==> src/rtl/cnsa_pkg.sv <==
// Shared constants and helpers for the pipelined conditional-sum adder/subtractor.
package cnsa_pkg;

    localparam int LATENCY = 3;

    function automatic int seg_count(input int n, input int seg_w);
        return n / seg_w;
    endfunction

    // Subtraction is A + ~B + 1, so the incoming carry is forced high in sub mode.
    function automatic logic eff_cin(input logic sub, input logic cin);
        return sub | cin;
    endfunction

endpackage

==> src/rtl/cnsa_segment.sv <==
// One conditional-sum segment: sum and carry precomputed for both possible carry-ins.
module cnsa_segment #(
    parameter int SEG_W = 8
) (
    input  logic [SEG_W-1:0] a,
    input  logic [SEG_W-1:0] b,
    output logic [SEG_W-1:0] s0,
    output logic [SEG_W-1:0] s1,
    output logic             c0,
    output logic             c1,
    output logic             c_msb0,
    output logic             c_msb1
);

    assign {c0, s0} = {1'b0, a} + {1'b0, b};
    assign {c1, s1} = {1'b0, a} + {1'b0, b} + {{SEG_W{1'b0}}, 1'b1};

    // The carry into the top bit is recovered from that bit's sum and operands.
    assign c_msb0 = s0[SEG_W-1] ^ a[SEG_W-1] ^ b[SEG_W-1];
    assign c_msb1 = s1[SEG_W-1] ^ a[SEG_W-1] ^ b[SEG_W-1];

endmodule

==> src/rtl/cnsa_pipe_adder.sv <==
// Three-stage conditional-sum adder/subtractor with valid/ready handshake and full backpressure.
module cnsa_pipe_adder
    import cnsa_pkg::*;
#(
    parameter int N     = 32,
    parameter int SEG_W = 8
) (
    input  logic         clk,
    input  logic         reset,
    input  logic         in_valid,
    output logic         in_ready,
    input  logic         sub,
    input  logic         Cin,
    input  logic [N-1:0] operA,
    input  logic [N-1:0] operB,
    output logic         out_valid,
    input  logic         out_ready,
    output logic [N-1:0] resultOUT,
    output logic         Cout,
    output logic         ovf
);

    localparam int NSEG = seg_count(N, SEG_W);

    generate
        if ((SEG_W < 1) || (SEG_W > N) || ((N % SEG_W) != 0)) begin : g_param_check
            $error("cnsa_pipe_adder: N must be a positive multiple of SEG_W");
        end
    endgenerate

    typedef struct packed {
        logic [SEG_W-1:0] s0;
        logic [SEG_W-1:0] s1;
        logic             c0;
        logic             c1;
    } seg_cond_t;

    // Stage 1: operands with B and carry-in already adjusted for sub mode
    logic         s1_valid_reg;
    logic [N-1:0] s1_a_reg;
    logic [N-1:0] s1_b_reg;
    logic         s1_cin_reg;

    // Stage 2: per-segment conditional results
    logic         s2_valid_reg;
    seg_cond_t    s2_seg_reg [NSEG];
    logic         s2_cin_reg;
    logic         s2_cmsb0_reg;
    logic         s2_cmsb1_reg;

    // Stage 3: selected result
    logic         out_valid_reg;
    logic [N-1:0] result_reg;
    logic         cout_reg;
    logic         ovf_reg;

    logic         s3_adv;
    logic         s2_adv;
    logic         s1_accept;
    logic         s2_load;
    logic         s3_load;

    assign s3_adv    = !out_valid_reg || out_ready;
    assign s2_adv    = !s2_valid_reg || s3_adv;
    assign in_ready  = !s1_valid_reg || s2_adv;
    assign s1_accept = in_valid && in_ready;
    assign s2_load   = s2_adv && s1_valid_reg;
    assign s3_load   = s3_adv && s2_valid_reg;

    // Valid bits: an empty stage always takes whatever the previous stage holds.
    always_ff @(posedge clk) begin
        if (reset) begin
            s1_valid_reg <= 1'b0;
            s2_valid_reg <= 1'b0;
        end else begin
            if (in_ready) begin
                s1_valid_reg <= in_valid;
            end
            if (s2_adv) begin
                s2_valid_reg <= s1_valid_reg;
            end
        end
    end

    always_ff @(posedge clk) begin
        if (s1_accept) begin
            s1_a_reg   <= operA;
            s1_b_reg   <= sub ? ~operB : operB;
            s1_cin_reg <= eff_cin(sub, Cin);
        end
    end

    logic [N-1:0]    s0_all;
    logic [N-1:0]    s1_all;
    logic [NSEG-1:0] c0_all;
    logic [NSEG-1:0] c1_all;
    logic            cmsb0_top;
    logic            cmsb1_top;

    generate
        for (genvar gi = 0; gi < NSEG; gi++) begin : g_seg
            if (gi == NSEG - 1) begin : g_msb
                cnsa_segment #(.SEG_W(SEG_W)) u_seg (
                    .a      (s1_a_reg[gi*SEG_W +: SEG_W]),
                    .b      (s1_b_reg[gi*SEG_W +: SEG_W]),
                    .s0     (s0_all[gi*SEG_W +: SEG_W]),
                    .s1     (s1_all[gi*SEG_W +: SEG_W]),
                    .c0     (c0_all[gi]),
                    .c1     (c1_all[gi]),
                    .c_msb0 (cmsb0_top),
                    .c_msb1 (cmsb1_top)
                );
            end else begin : g_low
                // Carries into a lower segment's top bit play no part in overflow.
                logic unused_cmsb0;
                logic unused_cmsb1;
                cnsa_segment #(.SEG_W(SEG_W)) u_seg (
                    .a      (s1_a_reg[gi*SEG_W +: SEG_W]),
                    .b      (s1_b_reg[gi*SEG_W +: SEG_W]),
                    .s0     (s0_all[gi*SEG_W +: SEG_W]),
                    .s1     (s1_all[gi*SEG_W +: SEG_W]),
                    .c0     (c0_all[gi]),
                    .c1     (c1_all[gi]),
                    .c_msb0 (unused_cmsb0),
                    .c_msb1 (unused_cmsb1)
                );
            end
        end
    endgenerate

    always_ff @(posedge clk) begin
        if (s2_load) begin
            for (int i = 0; i < NSEG; i++) begin
                s2_seg_reg[i].s0 <= s0_all[i*SEG_W +: SEG_W];
                s2_seg_reg[i].s1 <= s1_all[i*SEG_W +: SEG_W];
                s2_seg_reg[i].c0 <= c0_all[i];
                s2_seg_reg[i].c1 <= c1_all[i];
            end
            s2_cin_reg   <= s1_cin_reg;
            s2_cmsb0_reg <= cmsb0_top;
            s2_cmsb1_reg <= cmsb1_top;
        end
    end

    // Segment-level carry-select chain; carry_sel[j] is the carry into segment j.
    logic [NSEG:0] carry_sel;
    logic [N-1:0]  sum_next;
    logic          c_into_msb;
    logic          ovf_next;

    assign carry_sel[0] = s2_cin_reg;

    generate
        for (genvar gi = 0; gi < NSEG; gi++) begin : g_sel
            assign sum_next[gi*SEG_W +: SEG_W] = carry_sel[gi] ? s2_seg_reg[gi].s1 : s2_seg_reg[gi].s0;
            assign carry_sel[gi+1]             = carry_sel[gi] ? s2_seg_reg[gi].c1 : s2_seg_reg[gi].c0;
        end
    endgenerate

    assign c_into_msb = carry_sel[NSEG-1] ? s2_cmsb1_reg : s2_cmsb0_reg;
    assign ovf_next   = c_into_msb ^ carry_sel[NSEG];

    always_ff @(posedge clk) begin
        if (reset) begin
            out_valid_reg <= 1'b0;
            result_reg    <= '0;
            cout_reg      <= 1'b0;
            ovf_reg       <= 1'b0;
        end else if (s3_adv) begin
            out_valid_reg <= s2_valid_reg;
            if (s3_load) begin
                result_reg <= sum_next;
                cout_reg   <= carry_sel[NSEG];
                ovf_reg    <= ovf_next;
            end
        end
    end

    assign out_valid = out_valid_reg;
    assign resultOUT = result_reg;
    assign Cout      = cout_reg;
    assign ovf       = ovf_reg;

endmodule

==> config.mk <==
export PLATFORM = sky130hd
export DESIGN_NAME = cnsa_pipe_adder
export DESIGN_NICKNAME = d
export VERILOG_FILES = /design/src/rtl/cnsa_pkg.sv /design/src/rtl/cnsa_segment.sv /design/src/rtl/cnsa_pipe_adder.sv
export SDC_FILE = /design/constraint.sdc
export NUM_CORES = 1
export LEC_CHECK = 0
export BUFFER_PORTS_ARGS = -buffer_cell sky130_fd_sc_hd__buf_2
export CAP_MARGIN = 40
export CORE_MARGIN = 2
export CORE_UTILIZATION = 50
export CTS_BUF_LIST = sky130_fd_sc_hd__clkbuf_4 sky130_fd_sc_hd__clkbuf_8
export CTS_CLUSTER_DIAMETER = 50
export DETAILED_ROUTE_END_ITERATION = 7
export HOLD_SLACK_MARGIN = 0.08
export PLACE_DENSITY = 0.75
export SYNTH_ARGS = -nofsm -noshare
export SYNTH_HDL_FRONTEND = slang
export SYNTH_SLANG_ARGS = --single-unit
==> constraint.sdc <==
create_clock -name clk -period 9.4 [get_ports clk]
set_input_delay 0.94 -clock clk [delete_from_list [all_inputs] [get_ports clk]]
set_output_delay 0.94 -clock clk [all_outputs]
set_load 0.02 [all_outputs]
==> impl_results.html, run 1 <==
<table>
<tr><th>Metric</th><th>Value</th></tr>
<tr><th colspan="2">Synthesis</th></tr>
<tr><td>Synth Instances</td><td>595</td></tr>
<tr><td>Count of flip-flops with a built-in enable after synthesis</td><td>140</td></tr>
<tr><td>Post-synth cell types</td><td>41</td></tr>
<tr><td>Count of synthesis-stage warnings from yosys</td><td>0</td></tr>
<tr><td>Top FF cell, synth</td><td>sky130_fd_sc_hd__edfxtp_1</td></tr>
<tr><td>Avg Synthesized Cell Area</td><td>13.4 um2</td></tr>
<tr><td>Flops &amp; latches, synth</td><td>177</td></tr>
<tr><td>Post-Synthesis Cell Area</td><td>0.00798 mm2</td></tr>
<tr><td>Syn nets</td><td>705</td></tr>
<tr><td>Proportion of synthesized flip-flops having asynchronous set or reset</td><td>0%</td></tr>
<tr><td>Sequential element share of the synthesized area</td><td>62.0%</td></tr>
<tr><th colspan="2">Floorplan</th></tr>
<tr><td>Number of ports placed on the die boundary</td><td>106</td></tr>
<tr><td>Initial standard-cell utilization of the core</td><td>50.8%</td></tr>
<tr><td>Overall die width</td><td>130 um</td></tr>
<tr><td>Die footprint</td><td>0.0170 mm2</td></tr>
<tr><td>Rows</td><td>46</td></tr>
<tr><td>Die Y</td><td>130 um</td></tr>
<tr><td>Floorplan core area</td><td>0.0157 mm2</td></tr>
<tr><th colspan="2">Clock tree</th></tr>
<tr><td>Sinks on Clock Net</td><td>177</td></tr>
<tr><td>Setup bufs post-CTS</td><td>0</td></tr>
<tr><td>CTS Buf Count</td><td>17</td></tr>
<tr><td>CTS Buffer Depth</td><td>2</td></tr>
<tr><td>Clock tree from TritonCTS</td><td>built</td></tr>
<tr><td>Register clock-pin slew on the reported worst setup and hold paths</td><td>90 ps</td></tr>
<tr><td>CTS H-Tree Depth</td><td>4</td></tr>
<tr><td>Count of instances resized after the clock tree is built</td><td>0</td></tr>
<tr><td>Hold-fix buffers, CTS</td><td>0</td></tr>
<tr><td>Cell at the root of the clock tree</td><td>sky130_fd_sc_hd__clkbuf_8</td></tr>
<tr><td>Worst skew pair latency</td><td>460 ps</td></tr>
<tr><th colspan="2">Timing</th></tr>
<tr><td>RSZ-0062 raised after global routing</td><td>false</td></tr>
<tr><td>Setup TNS</td><td>0 ps</td></tr>
<tr><td>Tmin final</td><td>2910 ps</td></tr>
<tr><td>Transition time at the pin with the least slew margin</td><td>900 ps</td></tr>
<tr><td>Max frequency</td><td>344 MHz</td></tr>
<tr><td>Fraction of the cycle the final worst path needs</td><td>30.9%</td></tr>
<tr><td>Rel. slew slack</td><td>40.0%</td></tr>
<tr><td>Final setup violation count</td><td>0</td></tr>
<tr><td>Count of final hold-check violations</td><td>0</td></tr>
<tr><td>Max-slew violation count</td><td>0</td></tr>
<tr><td>Worst clock skew</td><td>12.3 ps</td></tr>
<tr><td>Worst hold-check slack</td><td>456 ps</td></tr>
<tr><th colspan="2">Min path</th></tr>
<tr><td>Class of the worst hold path</td><td>flip-flop to flip-flop</td></tr>
<tr><td>Worst Min Path Start</td><td>s1_cin_reg</td></tr>
<tr><td>Min-Delay Endpoint</td><td>s2_cin_reg</td></tr>
<tr><td>Number of stages on the worst hold path</td><td>0</td></tr>
<tr><th colspan="2">Critical path</th></tr>
<tr><td>WS Path Type</td><td>input pin to output pin</td></tr>
<tr><td>Capture point of the worst reg-to-reg path</td><td>s2_seg_reg[1][18]</td></tr>
<tr><td>Number of cells traversed by the worst register-to-register path</td><td>8</td></tr>
<tr><td>Kind of start point of the critical path</td><td>input pin</td></tr>
<tr><td>Slack of the worst reg-to-reg path</td><td>6770 ps</td></tr>
<tr><td>Critical path peak fanout</td><td>6</td></tr>
<tr><td>Crit end category</td><td>output pin</td></tr>
<tr><td>Data required, critical path</td><td>8460 ps</td></tr>
<tr><td>Worst Path Arrival</td><td>1970 ps</td></tr>
<tr><td>Worst r2r src</td><td>s1_a_reg[24]</td></tr>
<tr><th colspan="2">Drt</th></tr>
<tr><td>Post-detailed-route wirelength per cell</td><td>14.0 um</td></tr>
<tr><td>Initial drt markers</td><td>260</td></tr>
<tr><td>DR vias/cell</td><td>5.01</td></tr>
<tr><td>Total number of vias</td><td>4683</td></tr>
<tr><td>Drt total wl</td><td>13100 um</td></tr>
<tr><td>Detailed-routing iteration count for the pre-antenna-repair pass</td><td>4</td></tr>
<tr><td>Post-detailed-route count of antenna-violating nets</td><td>0</td></tr>
<tr><td>Total DRC errors in the routed layout</td><td>0</td></tr>
<tr><th colspan="2">Layout</th></tr>
<tr><td>Final net count</td><td>816</td></tr>
<tr><td>Count of filler cells inserted in the layout</td><td>1270</td></tr>
<tr><td>Layout overhead on the synthesized area</td><td>14.9%</td></tr>
<tr><td>Ratio of cells with drive above 1 in the final layout</td><td>21.1%</td></tr>
<tr><td>Post-layout instance count excluding filler cells</td><td>935</td></tr>
<tr><td>Diodes inserted</td><td>0</td></tr>
<tr><td>Max FFs per register</td><td>72</td></tr>
<tr><td>Area of the multi-input gates</td><td>0.00289 mm2</td></tr>
<tr><td>Footprint of the flip-flops and latches</td><td>0.00494 mm2</td></tr>
<tr><th colspan="2">Placement</th></tr>
<tr><td>DP Cell Count</td><td>903</td></tr>
<tr><td>Estimated wirelength of the detail-placed design</td><td>9290 um</td></tr>
<tr><td>Placer Congestion</td><td>0.859</td></tr>
<tr><td>Port Buffer Count</td><td>105</td></tr>
<tr><th colspan="2">Power</th></tr>
<tr><td>Worst vdd rail ir drop</td><td>0.0000933 V</td></tr>
<tr><td>Total power per unit cell area</td><td>205 mW/mm2</td></tr>
<tr><td>Leakage power summed over all cells</td><td>3.65 nW</td></tr>
<tr><th colspan="2">Global route</th></tr>
<tr><td>Remaining global-route overflow</td><td>0</td></tr>
<tr><td>Total global routing track utilization</td><td>16.0%</td></tr>
<tr><td>Antenna violations before repair</td><td>0</td></tr>
<tr><td>Maximum number of pins on one net before global-route repair</td><td>76</td></tr>
<tr><td>First-pass GRT wire length</td><td>20800 um</td></tr>
<tr><td>Number of global-route vias before repair</td><td>4512</td></tr>
<tr><th colspan="2">Flow run</th></tr>
<tr><td>Number of max-cap violations</td><td>0</td></tr>
<tr><th colspan="2">Run status</th></tr>
<tr><td>Result of the run</td><td>finished, final reports clean</td></tr>
</table>
## through the flow
stage          power [mW]  utilization [%]  area (um2)  worst slack [ps]
2_1_floorplan        1.29                -        7980              2290
3_3_place_gp         1.36             55.7        8750              6530
3_5_place_dp         1.38             55.8        8770              6480
4_1_cts              1.90             58.4        9170              6480
5_1_grt              1.98             58.4        9170              6410
6_report             1.88             58.4        9170              6490
## area by class of cell
class | instances | area share [%]
Tap cell | 216 | 2.95
Clock buffer | 19 | 2.85
Timing Repair Buffer | 111 | 6.36
Sequential cell | 177 | 53.9
Multi-Input combinational cell | 375 | 31.5
Clock inverter | 13 | 1.47
Inverter | 24 | 0.982
## cells by family after synthesis
kind of cell	count (synthesis)	share of synthesized area, %
flip-flops	177	62.0
AND/OR/NAND/NOR	117	6.85
AO/OA/AOI/OAI	98	8.33
XOR/XNOR	83	9.11
buffers and inverters	43	2.30
adder cells (fa/ha/maj)	40	6.65
multiplexers	37	4.80
## synthesized netlist by cell type (all sizes together) (8+ instances only)
cell    number  area (um2)
a21oi       16        80.1
a211oi      39         293
nor2        59         221
dfxtp       37         741
nand3       12        60.1
edfxtp     140        4200
inv         24        90.1
mux2i       37         383
xnor2       29         254
ha          36         450
clkbuf      12        45.0
o21ai       13        65.1
xor2        54         473
nor3         8        40.0
## worst max path at each step
stage | start | end | depth (start not counted)
after floorplan | out_ready | s2_cin_reg | 2
after global placement | out_ready | in_ready | 4
after detailed placement | out_ready | in_ready | 4
after CTS | out_ready | in_ready | 4
after global routing | out_ready | in_ready | 4
final | out_ready | in_ready | 4
## placed cells by master, fill, tap and decap left out, drive strengths merged, types with 3 or more instances in the layout
master	synthesis	layout
nand2	7	7
a211oi	39	39
nor2	59	59
and3	5	5
ha	36	36
o21a	5	5
clkinvlp	0	3
edfxtp	140	140
nor3	8	8
buf	7	111
nor2b	5	5
clkinv	0	6
dfxtp	37	37
clkbuf	12	19
nor4	5	5
a21oi	16	16
o21ai	13	13
xnor2	29	29
inv	24	26
a21o	6	6
o21bai	4	4
or2	5	5
fa	4	4
nand3	12	12
xor2	54	54
mux2i	37	37
nand2b	5	5
o211ai	4	4
## power breakdown
part           switching (mW)  leakage, nW  internal [mW]
clock                   0.267        0.198          0.250
combinational           0.220         1.81          0.159
sequential             0.0263         1.64          0.959
## routing by layer
metal | global-route usage [%] | wire length [um] | vias to the layer above
li1 | - | - | 2408
met1 | 20.3 | 6030 | 2164
met2 | 26.6 | 6390 | 93
met3 | 3.57 | 429 | 18
met4 | 7.13 | 244 | 0
met5 | 0 | 0 | -
## critical path: stages
cell and delay (ps):
sky130_fd_sc_hd__buf_2 90, sky130_fd_sc_hd__nor2b_1 560, sky130_fd_sc_hd__nand3_1 180, sky130_fd_sc_hd__buf_2 200
(Power assumes the default switching activity.)
==> run 2, diff against run 1 <==
--- a/config.mk
+++ b/config.mk
@@ -5,6 +5,7 @@
 export SDC_FILE = /design/constraint.sdc
 export NUM_CORES = 1
 export LEC_CHECK = 0
+export ABC_AREA = 1
 export BUFFER_PORTS_ARGS = -buffer_cell sky130_fd_sc_hd__buf_2
 export CAP_MARGIN = 40
 export CORE_MARGIN = 2
@@ -13,7 +14,7 @@
 export CTS_CLUSTER_DIAMETER = 50
 export DETAILED_ROUTE_END_ITERATION = 7
 export HOLD_SLACK_MARGIN = 0.08
-export PLACE_DENSITY = 0.75
+export PLACE_DENSITY = 0.74
 export SYNTH_ARGS = -nofsm -noshare
 export SYNTH_HDL_FRONTEND = slang
 export SYNTH_SLANG_ARGS = --single-unit
==> constraint.sdc (replaced) <==
create_clock -name clk -period 3 [get_ports clk]
set_input_delay 0.3 -clock clk [delete_from_list [all_inputs] [get_ports clk]]
set_output_delay 0.3 -clock clk [all_outputs]
set_load 0.02 [all_outputs]
==> run 2 against run 1 <==
  * Clock skew increased by 1.2 ps
  * Register-to-register slack got worse by 6000 ps
  * Via count increased by 28%
  * Critical path depth increased by 6
  * Global-route usage increased by 1.4 points
  * Non-clock buffer count increased by 33
  * Synthesized cell count increased by 45%
  * Cell area increased by 10%
  * Clock-buffer cell count decreased by 1
  * Critical endpoint is now s2_seg_reg[0][26]
  * Largest cell class unchanged
  * Largest power group unchanged
==> impl_results.html, run 2 <==
<table>
<tr><th>Metric</th><th>Value</th></tr>
<tr><th colspan="2">Layout</th></tr>
<tr><td>Final net count</td><td>1121</td></tr>
<tr><td>Diodes inserted</td><td>0</td></tr>
<tr><td>End-of-flow core utilization</td><td>59.2%</td></tr>
<tr><td>Final design instance area without fill</td><td>0.0101 mm2</td></tr>
<tr><td>Layout overhead on the synthesized area</td><td>17.3%</td></tr>
<tr><td>Count of filler cells inserted in the layout</td><td>1433</td></tr>
<tr><td>Ratio of cells with drive above 1 in the final layout</td><td>16.7%</td></tr>
<tr><td>Post-layout instance count excluding filler cells</td><td>1249</td></tr>
<tr><td>Most common cell after layout, fill and taps aside</td><td>sky130_fd_sc_hd__nand2_1</td></tr>
<tr><td>Most used cells in the layout excluding fill and tap cells</td><td>sky130_fd_sc_hd__nand2_1, sky130_fd_sc_hd__edfxtp_1, sky130_fd_sc_hd__inv_1, sky130_fd_sc_hd__buf_2, sky130_fd_sc_hd__nand3_1</td></tr>
<tr><td>Max FFs per register</td><td>72</td></tr>
<tr><th colspan="2">Floorplan</th></tr>
<tr><td>Overall die width</td><td>135 um</td></tr>
<tr><td>Number of ports placed on the die boundary</td><td>106</td></tr>
<tr><td>Rows</td><td>48</td></tr>
<tr><td>Die footprint</td><td>0.0183 mm2</td></tr>
<tr><td>Initial standard-cell utilization of the core</td><td>50.4%</td></tr>
<tr><td>Die Y</td><td>135 um</td></tr>
<tr><td>Floorplan core area</td><td>0.0171 mm2</td></tr>
<tr><th colspan="2">Synthesis</th></tr>
<tr><td>Count of synthesis-stage warnings from yosys</td><td>0</td></tr>
<tr><td>Top FF cell, synth</td><td>sky130_fd_sc_hd__edfxtp_1</td></tr>
<tr><td>Avg Synthesized Cell Area</td><td>9.98 um2</td></tr>
<tr><td>List of most frequent post-synthesis cells</td><td>sky130_fd_sc_hd__nand2_1, sky130_fd_sc_hd__edfxtp_1, sky130_fd_sc_hd__inv_1</td></tr>
<tr><td>Flops &amp; latches, synth</td><td>177</td></tr>
<tr><td>Post-Synthesis Cell Area</td><td>0.00863 mm2</td></tr>
<tr><td>Share of the synthesized area in the top cell type</td><td>48.7%</td></tr>
<tr><td>Proportion of synthesized flip-flops having asynchronous set or reset</td><td>0%</td></tr>
<tr><td>Top cells by area in the synthesized netlist</td><td>sky130_fd_sc_hd__edfxtp_1, sky130_fd_sc_hd__nand2_1, sky130_fd_sc_hd__dfxtp_1</td></tr>
<tr><td>Sequential element share of the synthesized area</td><td>57.3%</td></tr>
<tr><td>Cell type with the highest aggregate area in the netlist</td><td>sky130_fd_sc_hd__edfxtp_1</td></tr>
<tr><td>Cell with the most instances after synthesis</td><td>sky130_fd_sc_hd__nand2_1</td></tr>
<tr><td>Syn nets</td><td>975</td></tr>
<tr><td>Synth Instances</td><td>865</td></tr>
<tr><td>Count of flip-flops with a built-in enable after synthesis</td><td>140</td></tr>
<tr><td>Post-synth cell types</td><td>33</td></tr>
<tr><th colspan="2">Clock tree</th></tr>
<tr><td>CTS H-Tree Depth</td><td>4</td></tr>
<tr><td>Setup bufs post-CTS</td><td>0</td></tr>
<tr><td>CTS Buffer Depth</td><td>2</td></tr>
<tr><td>Register clock-pin slew on the reported worst setup and hold paths</td><td>90 ps</td></tr>
<tr><td>Sinks on Clock Net</td><td>177</td></tr>
<tr><td>CTS Buf Count</td><td>17</td></tr>
<tr><td>Clock tree from TritonCTS</td><td>built</td></tr>
<tr><td>Worst skew pair latency</td><td>460 ps</td></tr>
<tr><td>Cell at the root of the clock tree</td><td>sky130_fd_sc_hd__clkbuf_8</td></tr>
<tr><th colspan="2">Critical path</th></tr>
<tr><td>Combined buffer and inverter count along the critical path</td><td>1</td></tr>
<tr><td>Data required, critical path</td><td>3210 ps</td></tr>
<tr><td>Critical path peak fanout</td><td>3</td></tr>
<tr><td>Cell repeated most along the worst path</td><td>sky130_fd_sc_hd__nor2_1</td></tr>
<tr><td>Crit end category</td><td>flip-flop</td></tr>
<tr><td>Cell chain of the critical path</td><td>ha_1 &gt; fa_1 &gt; ha_1 &gt; inv_1 &gt; nor2_1 &gt; nand3_1 &gt; nor2_2 &gt; nand2_1 &gt; nor2_1 &gt; nor2_1</td></tr>
<tr><td>Slowest stage delay, CP</td><td>530 ps</td></tr>
<tr><td>WS Path Type</td><td>flip-flop to flip-flop</td></tr>
<tr><td>Kind of start point of the critical path</td><td>flip-flop</td></tr>
<tr><td>Critical path depth in cells</td><td>10</td></tr>
<tr><td>Gate family responsible for the most delay along the worst path</td><td>adder cells</td></tr>
<tr><td>Worst Path Arrival</td><td>2490 ps</td></tr>
<tr><td>Slack of the worst reg-to-reg path</td><td>720 ps</td></tr>
<tr><td>Number of cells traversed by the worst register-to-register path</td><td>10</td></tr>
<tr><td>Worst path slowest cell</td><td>sky130_fd_sc_hd__fa_1</td></tr>
<tr><th colspan="2">Timing</th></tr>
<tr><td>Worst clock skew</td><td>13.4 ps</td></tr>
<tr><td>Final setup violation count</td><td>0</td></tr>
<tr><td>Fraction of the cycle the final worst path needs</td><td>75.9%</td></tr>
<tr><td>Rel. slew slack</td><td>58.5%</td></tr>
<tr><td>Worst hold-check slack</td><td>123 ps</td></tr>
<tr><td>Max-slew violation count</td><td>0</td></tr>
<tr><td>RSZ-0062 raised after global routing</td><td>false</td></tr>
<tr><td>Tmin final</td><td>2280 ps</td></tr>
<tr><td>Count of final hold-check violations</td><td>0</td></tr>
<tr><td>Max frequency</td><td>439 MHz</td></tr>
<tr><td>Setup TNS</td><td>0 ps</td></tr>
<tr><td>Transition time at the pin with the least slew margin</td><td>622 ps</td></tr>
<tr><th colspan="2">Power</th></tr>
<tr><td>Total power per unit cell area</td><td>542 mW/mm2</td></tr>
<tr><td>Leakage power summed over all cells</td><td>4.70 nW</td></tr>
<tr><td>Worst vdd rail ir drop</td><td>0.000275 V</td></tr>
<tr><th colspan="2">Global route</th></tr>
<tr><td>Number of global-route vias before repair</td><td>5591</td></tr>
<tr><td>Total global routing track utilization</td><td>17.4%</td></tr>
<tr><td>Antenna violations before repair</td><td>0</td></tr>
<tr><td>Most congested layer reported by global routing</td><td>met2</td></tr>
<tr><td>Fraction of met3 tracks used by global routing</td><td>4.75%</td></tr>
<tr><td>Remaining global-route overflow</td><td>0</td></tr>
<tr><td>GR met1 Demand/Resource</td><td>19.6%</td></tr>
<tr><td>Met2 Resource Use GR</td><td>31.5%</td></tr>
<tr><td>Maximum number of pins on one net before global-route repair</td><td>76</td></tr>
<tr><td>First-pass GRT wire length</td><td>24900 um</td></tr>
<tr><th colspan="2">Placement</th></tr>
<tr><td>Port Buffer Count</td><td>105</td></tr>
<tr><td>Placer Congestion</td><td>0.836</td></tr>
<tr><td>Estimated wirelength of the detail-placed design</td><td>10500 um</td></tr>
<tr><td>DP Cell Count</td><td>1184</td></tr>
<tr><td>Placed inst area</td><td>0.00945 mm2</td></tr>
<tr><th colspan="2">Drt</th></tr>
<tr><td>Detailed-routing iteration count for the pre-antenna-repair pass</td><td>4</td></tr>
<tr><td>Post-detailed-route count of antenna-violating nets</td><td>0</td></tr>
<tr><td>Initial drt markers</td><td>204</td></tr>
<tr><td>Total DRC errors in the routed layout</td><td>0</td></tr>
<tr><td>Total number of vias</td><td>5984</td></tr>
<tr><td>Post-detailed-route wirelength per cell</td><td>11.9 um</td></tr>
<tr><td>DR vias/cell</td><td>4.79</td></tr>
<tr><td>Drt total wl</td><td>14900 um</td></tr>
<tr><th colspan="2">Flow run</th></tr>
<tr><td>Number of max-cap violations</td><td>0</td></tr>
<tr><th colspan="2">Min path</th></tr>
<tr><td>Number of stages on the worst hold path</td><td>2</td></tr>
<tr><td>Class of the worst hold path</td><td>input pin to flip-flop</td></tr>
<tr><th colspan="2">Run status</th></tr>
<tr><td>Result of the run</td><td>finished, final reports clean</td></tr>
</table>
[run 2: per-layer routing]
layer | share of wire, % | vias to the layer above | routed length, um
met3 | 3.9 | 26 | 578
met1 | 42 | 2707 | 6230
met2 | 52 | 92 | 7810
met4 | 2.1 | 0 | 308
met5 | 0 | - | 0
li1 | - | 3159 | -
[run 2: path summary, 6_finish.rpt]
| path | from | endpoint |
|---|---|---|
| worst max register to register | s1_b_reg[8] | s2_seg_reg[0][26] |
| worst min-delay path | Cin | s1_cin_reg |
| worst min register to register | s1_cin_reg | s2_cin_reg |
| worst max-delay path | s1_b_reg[8] | s2_seg_reg[0][26] |
[run 2: worst register-to-register path, cell delays in order (launching register included)]
cell and delay [ps]:
sky130_fd_sc_hd__edfxtp_1 380, sky130_fd_sc_hd__ha_1 240, sky130_fd_sc_hd__fa_1 530, sky130_fd_sc_hd__ha_1 170
sky130_fd_sc_hd__inv_1 40, sky130_fd_sc_hd__nor2_1 130, sky130_fd_sc_hd__nand3_1 140, sky130_fd_sc_hd__nor2_2 140
sky130_fd_sc_hd__nand2_1 70, sky130_fd_sc_hd__nor2_1 130, sky130_fd_sc_hd__nor2_1 70
[run 2: metrics by stage]
step | total power [mW] | worst slack, ps
5_1_grt | 5.81 | 470
2_1_floorplan | 3.77 | 467
3_5_place_dp | 4.02 | 715
6_report | 5.49 | 723
4_1_cts | 5.54 | 699
3_3_place_gp | 3.98 | 807
[run 2: cells by family (layout without fill, tap and decap cells)]
kind of cell	Yosys count	in the layout	share of synthesized area (%)
buffers and inverters	154	313	6.96
AOI/OAI and AO/OA	69	69	4.90
xor gates and xnor gates	52	52	5.27
DFF	177	177	57.3
adders and majority gates	40	40	6.14
and+or+nand+nor	373	373	19.5
[run 2: power by group]
group,internal (mW),switching [mW],leakage (nW)
logic,0.391,0.636,2.88
registers,2.90,0.0639,1.64
clock network,0.659,0.841,0.174
[run 2: final cells by class]
type,instances,area [um2],area share [%]
sequential,177,4940,48.8
clock buffer,18,241,2.38
multi-input combinational,534,3090,30.5
inverter,137,514,5.08
tap,225,282,2.78
timing repair buffer,144,946,9.34
clock inverter,14,114,1.12
[run 2: repair_timing]
| item | in CTS | in global routing |
|---|---|---|
| hold buffers | 33 | 0 |
| gates resized for setup | 0 | 0 |
| hold endpoints to repair | 35 | 0 |
